===== config.mk =====
export PLATFORM = sky130hd
export DESIGN_NAME = uart_rx_aux
export DESIGN_NICKNAME = d
export VERILOG_FILES = /design/src/rtl/uart_rx_aux_pkg.sv /design/src/rtl/uart_rx_aux.sv
export SDC_FILE = /design/constraint.sdc
export NUM_CORES = 1
export LEC_CHECK = 0
export CAP_MARGIN = 20
export CELL_PAD_IN_SITES_DETAIL_PLACEMENT = 0
export CELL_PAD_IN_SITES_GLOBAL_PLACEMENT = 1
export CORE_MARGIN = 1
export CORE_UTILIZATION = 40
export CTS_CLUSTER_DIAMETER = 40
export CTS_CLUSTER_SIZE = 14
export DETAILED_ROUTE_END_ITERATION = 8
export GPL_ROUTABILITY_DRIVEN = 0
export GPL_TIMING_DRIVEN = 0
export PLACE_DENSITY_LB_ADDON = 0.1
export SYNTH_ARGS = -nofsm -noshare
export SYNTH_HDL_FRONTEND = slang
export SYNTH_SLANG_ARGS = --single-unit

===== constraint.sdc =====
create_clock -name clock -period 1.8 [get_ports clock]
set_input_delay 0.27 -clock clock [delete_from_list [all_inputs] [get_ports clock]]
set_output_delay 0.27 -clock clock [all_outputs]
set_load 0.02 [all_outputs]

===== src/rtl/uart_rx_aux_pkg.sv =====
// ----------------------------------------------------------------------------
// uart_rx_aux_pkg
// Purpose : Shared definitions for the auxiliary UART receiver and the baud
//           tick generator that feeds it.
// Contents: rx_state_t  - receiver FSM state encoding
//           CLK, BAUD_RATE, NUM_TICKS - system timing constants
//           DEF_N_DATA_BITS - default data bits per frame
//           BAUD_N_CONT - clocks per oversampling tick for the defaults
//           cnt_width() - counter width helper, never narrower than 1 bit
// ----------------------------------------------------------------------------
package uart_rx_aux_pkg;

  typedef enum logic [1:0] {
    IDLE  = 2'd0,
    START = 2'd1,
    DATA  = 2'd2,
    STOP  = 2'd3
  } rx_state_t;

  localparam int CLK             = 50_000_000;
  localparam int BAUD_RATE       = 230_400;
  localparam int NUM_TICKS       = 16;
  localparam int DEF_N_DATA_BITS = 8;

  // Integer division rounds down: 50 MHz / (230400 * 16) gives 13.
  localparam int BAUD_N_CONT     = CLK / (BAUD_RATE * NUM_TICKS);

  // Bits needed to count 0..v-1; a single-value counter still gets 1 bit.
  function automatic int cnt_width(input int v);
    int w;
    if (v <= 1) begin
      w = 1;
    end else begin
      w = $clog2(v);
    end
    return w;
  endfunction

endpackage


===== src/rtl/uart_rx_aux.sv =====
// ----------------------------------------------------------------------------
// uart_rx_aux
// Purpose : Oversampling UART receiver (start bit, N_DATA_BITS LSB first,
//           one stop bit). The line is resynchronised only in IDLE; once a
//           start bit is validated the frame runs to completion on ticks.
// Ports   : clock       - system clock, rising edge
//           reset       - synchronous, active-low
//           ticks       - one-clock strobe at BAUD_RATE * N_TICKS
//           rx          - asynchronous serial input, idle high
//           data_out    - last correctly framed word, held between frames
//           rx_done     - one-clock pulse when data_out is updated
//           frame_error - one-clock pulse when the stop bit samples low
// ----------------------------------------------------------------------------
module uart_rx_aux
  import uart_rx_aux_pkg::*;
#(
  parameter int N_DATA_BITS  = DEF_N_DATA_BITS,
  parameter int N_TICKS      = NUM_TICKS,
  parameter int N_STOP_TICKS = 16
) (
  input  logic                   clock,
  input  logic                   reset,
  input  logic                   ticks,
  input  logic                   rx,
  output logic [N_DATA_BITS-1:0] data_out,
  output logic                   rx_done,
  output logic                   frame_error
);

  // The tick counter also times the stop bit, so size it for the larger span.
  localparam int SW = cnt_width((N_TICKS > N_STOP_TICKS) ? N_TICKS : N_STOP_TICKS);
  localparam int NW = cnt_width(N_DATA_BITS);

  localparam logic [SW-1:0] S_ZERO = SW'(0);
  localparam logic [SW-1:0] S_ONE  = SW'(1);
  localparam logic [SW-1:0] S_MID  = SW'(N_TICKS / 2 - 1);
  localparam logic [SW-1:0] S_BIT  = SW'(N_TICKS - 1);
  localparam logic [SW-1:0] S_STOP = SW'(N_STOP_TICKS - 1);
  localparam logic [NW-1:0] N_ZERO = NW'(0);
  localparam logic [NW-1:0] N_ONE  = NW'(1);
  localparam logic [NW-1:0] N_LAST = NW'(N_DATA_BITS - 1);
  localparam logic [N_DATA_BITS-1:0] D_ZERO = {N_DATA_BITS{1'b0}};

  logic                   r_rx_meta;
  logic                   r_rx_s;
  rx_state_t              r_state;
  logic [SW-1:0]          r_s;
  logic [NW-1:0]          r_n;
  logic [N_DATA_BITS-1:0] r_shift;
  logic [N_DATA_BITS-1:0] r_data_out;
  logic                   r_rx_done;
  logic                   r_frame_error;

  rx_state_t              w_state_nxt;
  logic [SW-1:0]          w_s_nxt;
  logic [NW-1:0]          w_n_nxt;
  logic [N_DATA_BITS-1:0] w_shift_nxt;
  logic                   w_done_set;
  logic                   w_ferr_set;

  // Two-flop synchronizer; resets to the idle-high line level.
  always_ff @(posedge clock) begin
    if (!reset) begin
      r_rx_meta <= 1'b1;
      r_rx_s    <= 1'b1;
    end else begin
      r_rx_meta <= rx;
      r_rx_s    <= r_rx_meta;
    end
  end

  // State register together with the tick/bit counters and shift register.
  always_ff @(posedge clock) begin
    if (!reset) begin
      r_state <= IDLE;
      r_s     <= S_ZERO;
      r_n     <= N_ZERO;
      r_shift <= D_ZERO;
    end else begin
      r_state <= w_state_nxt;
      r_s     <= w_s_nxt;
      r_n     <= w_n_nxt;
      r_shift <= w_shift_nxt;
    end
  end

  // Next-state and datapath update logic.
  always_comb begin
    w_state_nxt = r_state;
    w_s_nxt     = r_s;
    w_n_nxt     = r_n;
    w_shift_nxt = r_shift;
    case (r_state)
      IDLE: begin
        // Falling edge detection does not wait for a tick.
        if (!r_rx_s) begin
          w_state_nxt = START;
          w_s_nxt     = S_ZERO;
        end else begin
          w_state_nxt = IDLE;
        end
      end
      START: begin
        if (ticks) begin
          if (r_s == S_MID) begin
            if (!r_rx_s) begin
              w_state_nxt = DATA;
              w_s_nxt     = S_ZERO;
              w_n_nxt     = N_ZERO;
            end else begin
              // Glitch shorter than half a bit: treat as noise.
              w_state_nxt = IDLE;
            end
          end else begin
            w_s_nxt = r_s + S_ONE;
          end
        end else begin
          w_state_nxt = START;
        end
      end
      DATA: begin
        if (ticks) begin
          if (r_s == S_BIT) begin
            // LSB arrives first, so each new bit enters at the top.
            w_shift_nxt = {r_rx_s, r_shift[N_DATA_BITS-1:1]};
            w_s_nxt     = S_ZERO;
            if (r_n == N_LAST) begin
              w_state_nxt = STOP;
            end else begin
              w_n_nxt = r_n + N_ONE;
            end
          end else begin
            w_s_nxt = r_s + S_ONE;
          end
        end else begin
          w_state_nxt = DATA;
        end
      end
      STOP: begin
        if (ticks) begin
          if (r_s == S_STOP) begin
            w_state_nxt = IDLE;
            w_s_nxt     = S_ZERO;
          end else begin
            w_s_nxt = r_s + S_ONE;
          end
        end else begin
          w_state_nxt = STOP;
        end
      end
      default: begin
        w_state_nxt = IDLE;
        w_s_nxt     = S_ZERO;
        w_n_nxt     = N_ZERO;
      end
    endcase
  end

  // Frame-completion decode: exactly one of done/error at the stop sample.
  always_comb begin
    w_done_set = 1'b0;
    w_ferr_set = 1'b0;
    if ((r_state == STOP) && ticks && (r_s == S_STOP)) begin
      w_done_set = r_rx_s;
      w_ferr_set = ~r_rx_s;
    end else begin
      w_done_set = 1'b0;
      w_ferr_set = 1'b0;
    end
  end

  // Registered outputs; data_out only changes on a good stop bit.
  always_ff @(posedge clock) begin
    if (!reset) begin
      r_data_out    <= D_ZERO;
      r_rx_done     <= 1'b0;
      r_frame_error <= 1'b0;
    end else begin
      r_rx_done     <= w_done_set;
      r_frame_error <= w_ferr_set;
      if (w_done_set) begin
        r_data_out <= r_shift;
      end else begin
        r_data_out <= r_data_out;
      end
    end
  end

  assign data_out    = r_data_out;
  assign rx_done     = r_rx_done;
  assign frame_error = r_frame_error;

endmodule

==> flow_summary.ini <==
[finish]
diodes = 0
final_util_pct = 51.3
synthToLayoutAreaGrowth_pct = 18.8
final_common_cell = dfxtp_1
final_cell_mix = dfxtp_1, nand2_1, nor2_1
fin_nets = 174
drive_above_1_share_pct = 19.0

[worst_setup_path]
cp_cell_sequence = ha_2 -> nand3_2 -> nor3_2 -> buf_6 -> a32o_2 -> mux2i_1
path_class = reg -> reg
worstPathMaxFanout = 9
worst-endpoint-arrival_ns = 1.85
cp-startpoint = r_s[1]
cp_top_family = flip-flops
reg2reg_from = r_s[1]
path_buf_inv = 1
max_stage_delay_ns = 0.41
critPathLaunchType = register
crit_required_ns = 2.05
critPathSlowestCell = dfxtp_1
critical_path.endpoint_type = register

[cts]
clockBufferDepth = 2
cts_resized = 0
cts_tree = built
numCtsBuffers = 5
cts_sinks = 29
postCtsHoldBufs = 0
clk_pin_slew_ns = 0.09
post_cts_buffers = 0
clock_latency_ns = 0.32
htreeDepth = 2
cts-root-buf = clkbuf_4

[status]
status = complete, no violations

[sta]
fin_crit_sh_pct = 88.9
setup_ws_ns = 0.200
clock_skew_ns = 0.00766
hold_viol_final = 0
tightest_slew_ns = 0.468
max_slew_margin_pct = 68.8
post-route-min-period_ns = 1.60
slew_violations = 0
max_freq_ghz = 0.625
fin_tns_setup_ns = 0
rsz0062_at_grt = false
setup_viol = 0

[hold_path]
min_from = reset
hold_class = in -> reg

[synthesis]
syn_inst = 149
synth_edf_count = 0
yosys_warnings = 0
ys_seq_elements = 29
syn_area_per_cell_um2 = 9.06
synth_top_flop_cell = dfxtp_1
ys_seq_area_share_pct = 43.0
syn_nets = 156
ys_types = 35
synth_area_mm2 = 0.00135
synthArstFlopShare_pct = 0

[drt]
drtIter0Drc = 19
viasPerCell = 5.36
route.antenna.remaining_nets = 0
drc = 0
wire_per_inst_um = 12.0
routed_wirelength_um = 2550
vias = 1136
first_pass_iters = 4

[floorplan]
ios = 14
row_count = 20
core_area_mm2 = 0.00313
start_util_pct = 43.2
die-area_mm2 = 0.00361
fp.dieW_um = 60.1
die_y_um = 60.1

[power_and_ir_drop]
leakage_nw = 0.548
power_mw = 1.25
ir_worst_vdd_mv = 0.504
powerDensity_mw_per_mm2 = 782

[place]
dpl.hpwl_um = 1870
pre_cts_slack_ns = 0.0904
port_buffers = 11

[grt]
grt_first_pass_wirelength_um = 4490
grtUsageTotal_pct = 17.3
grt_pass1_vias = 1028
grt_max_degree = 11
antenna_found_initial = 0
gr-total-overflow = 0

[job]
maxCapViolCount = 0
==> stage by stage <==
stage               cell area, um^2  cells  hold slack, ns
detailed placement             1520    204           0.396
global placement               1520    204           0.395
finish                         1600    212           0.203
floorplan                      1350    149           0.371
global route                   1600    212           0.211
CTS                            1600    212           0.195
==> worst reg2reg max path, delay by kind of cell, from the launching register on <==
family | cells | cell delay, ns
flip-flops | 1 | 0.41
adder cells (fa/ha/maj) | 1 | 0.29
AND/OR/NAND/NOR | 2 | 0.26
AO/OA/AOI/OAI | 1 | 0.20
multiplexers | 1 | 0.20
buffers and inverters | 1 | 0.18
==> final timing paths <==
path                            slack [ns]  depth (start not counted)      to
worst min register to register        0.43                          1  r_rx_s
worst max-delay path                  0.20                          6  r_n[1]
worst min-delay path                  0.20                          2  r_rx_s
worst max register to register        0.20                          6  r_n[1]
==> Yosys cell counts (3+ instances only) <==
| cell type | count | area [um^2] |
|---|---|---|
| nand3b_1 | 3 | 22.5 |
| o21ai_0 | 3 | 15.0 |
| dfxtp_1 | 29 | 581 |
| ha_1 | 3 | 37.5 |
| o21ai_2 | 8 | 70.1 |
| inv_1 | 3 | 11.3 |
| buf_2 | 5 | 25.0 |
| nor2_1 | 16 | 60.1 |
| mux2i_1 | 11 | 110 |
| nand3_1 | 11 | 55.1 |
| nand2_1 | 20 | 75.1 |
| a31oi_1 | 3 | 18.8 |
==> cell families (layout without fill, tap and decap cells) <==
kind of cell,after synthesis,count (layout),share of synthesized area (%)
simple gates,64,64,24.4
flops,29,29,43.0
compound gates,28,28,15.9
buf+inv,14,33,5.75
mux,11,11,8.16
fa+ha+maj,3,3,2.78
==> layer usage <==
layer	vias to the layer above	track usage, %	part of all wire, %
met4	0	6.98	1.6
met1	541	21.5	46
li1	563	-	-
met3	6	5.19	4.1
met2	26	27.6	48
met5	-	0	0
==> state kept, by name, indices dropped and copies added, names as in the netlist <==
| signal | flops |
|---|---|
| rx_done | 1 |
| r_shift | 8 |
| r_state | 2 |
| r_rx_s | 1 |
| r_n | 3 |
| data_out | 8 |
| frame_error | 1 |
| r_s | 4 |
| r_rx_meta | 1 |
==> power breakdown <==
part	switching, mW	internal (mW)
Sequential	0.00534	0.646
Combinational	0.0339	0.0189
Clock	0.218	0.332
Total	0.257	0.997
==> cell type report <==
| type | count | area [um^2] |
|---|---|---|
| fillers | 315 | 1520 |
| multi-input cells | 106 | 694 |
| flip-flops and latches | 29 | 582 |
| repair buffers | 11 | 110 |
| plain buffers | 11 | 66.3 |
| clock buffers | 7 | 55.1 |
| well taps | 44 | 55.1 |
| clock inverters | 1 | 30.0 |
| inverters | 3 | 11.3 |
Power figures use the tool's default switching activity.
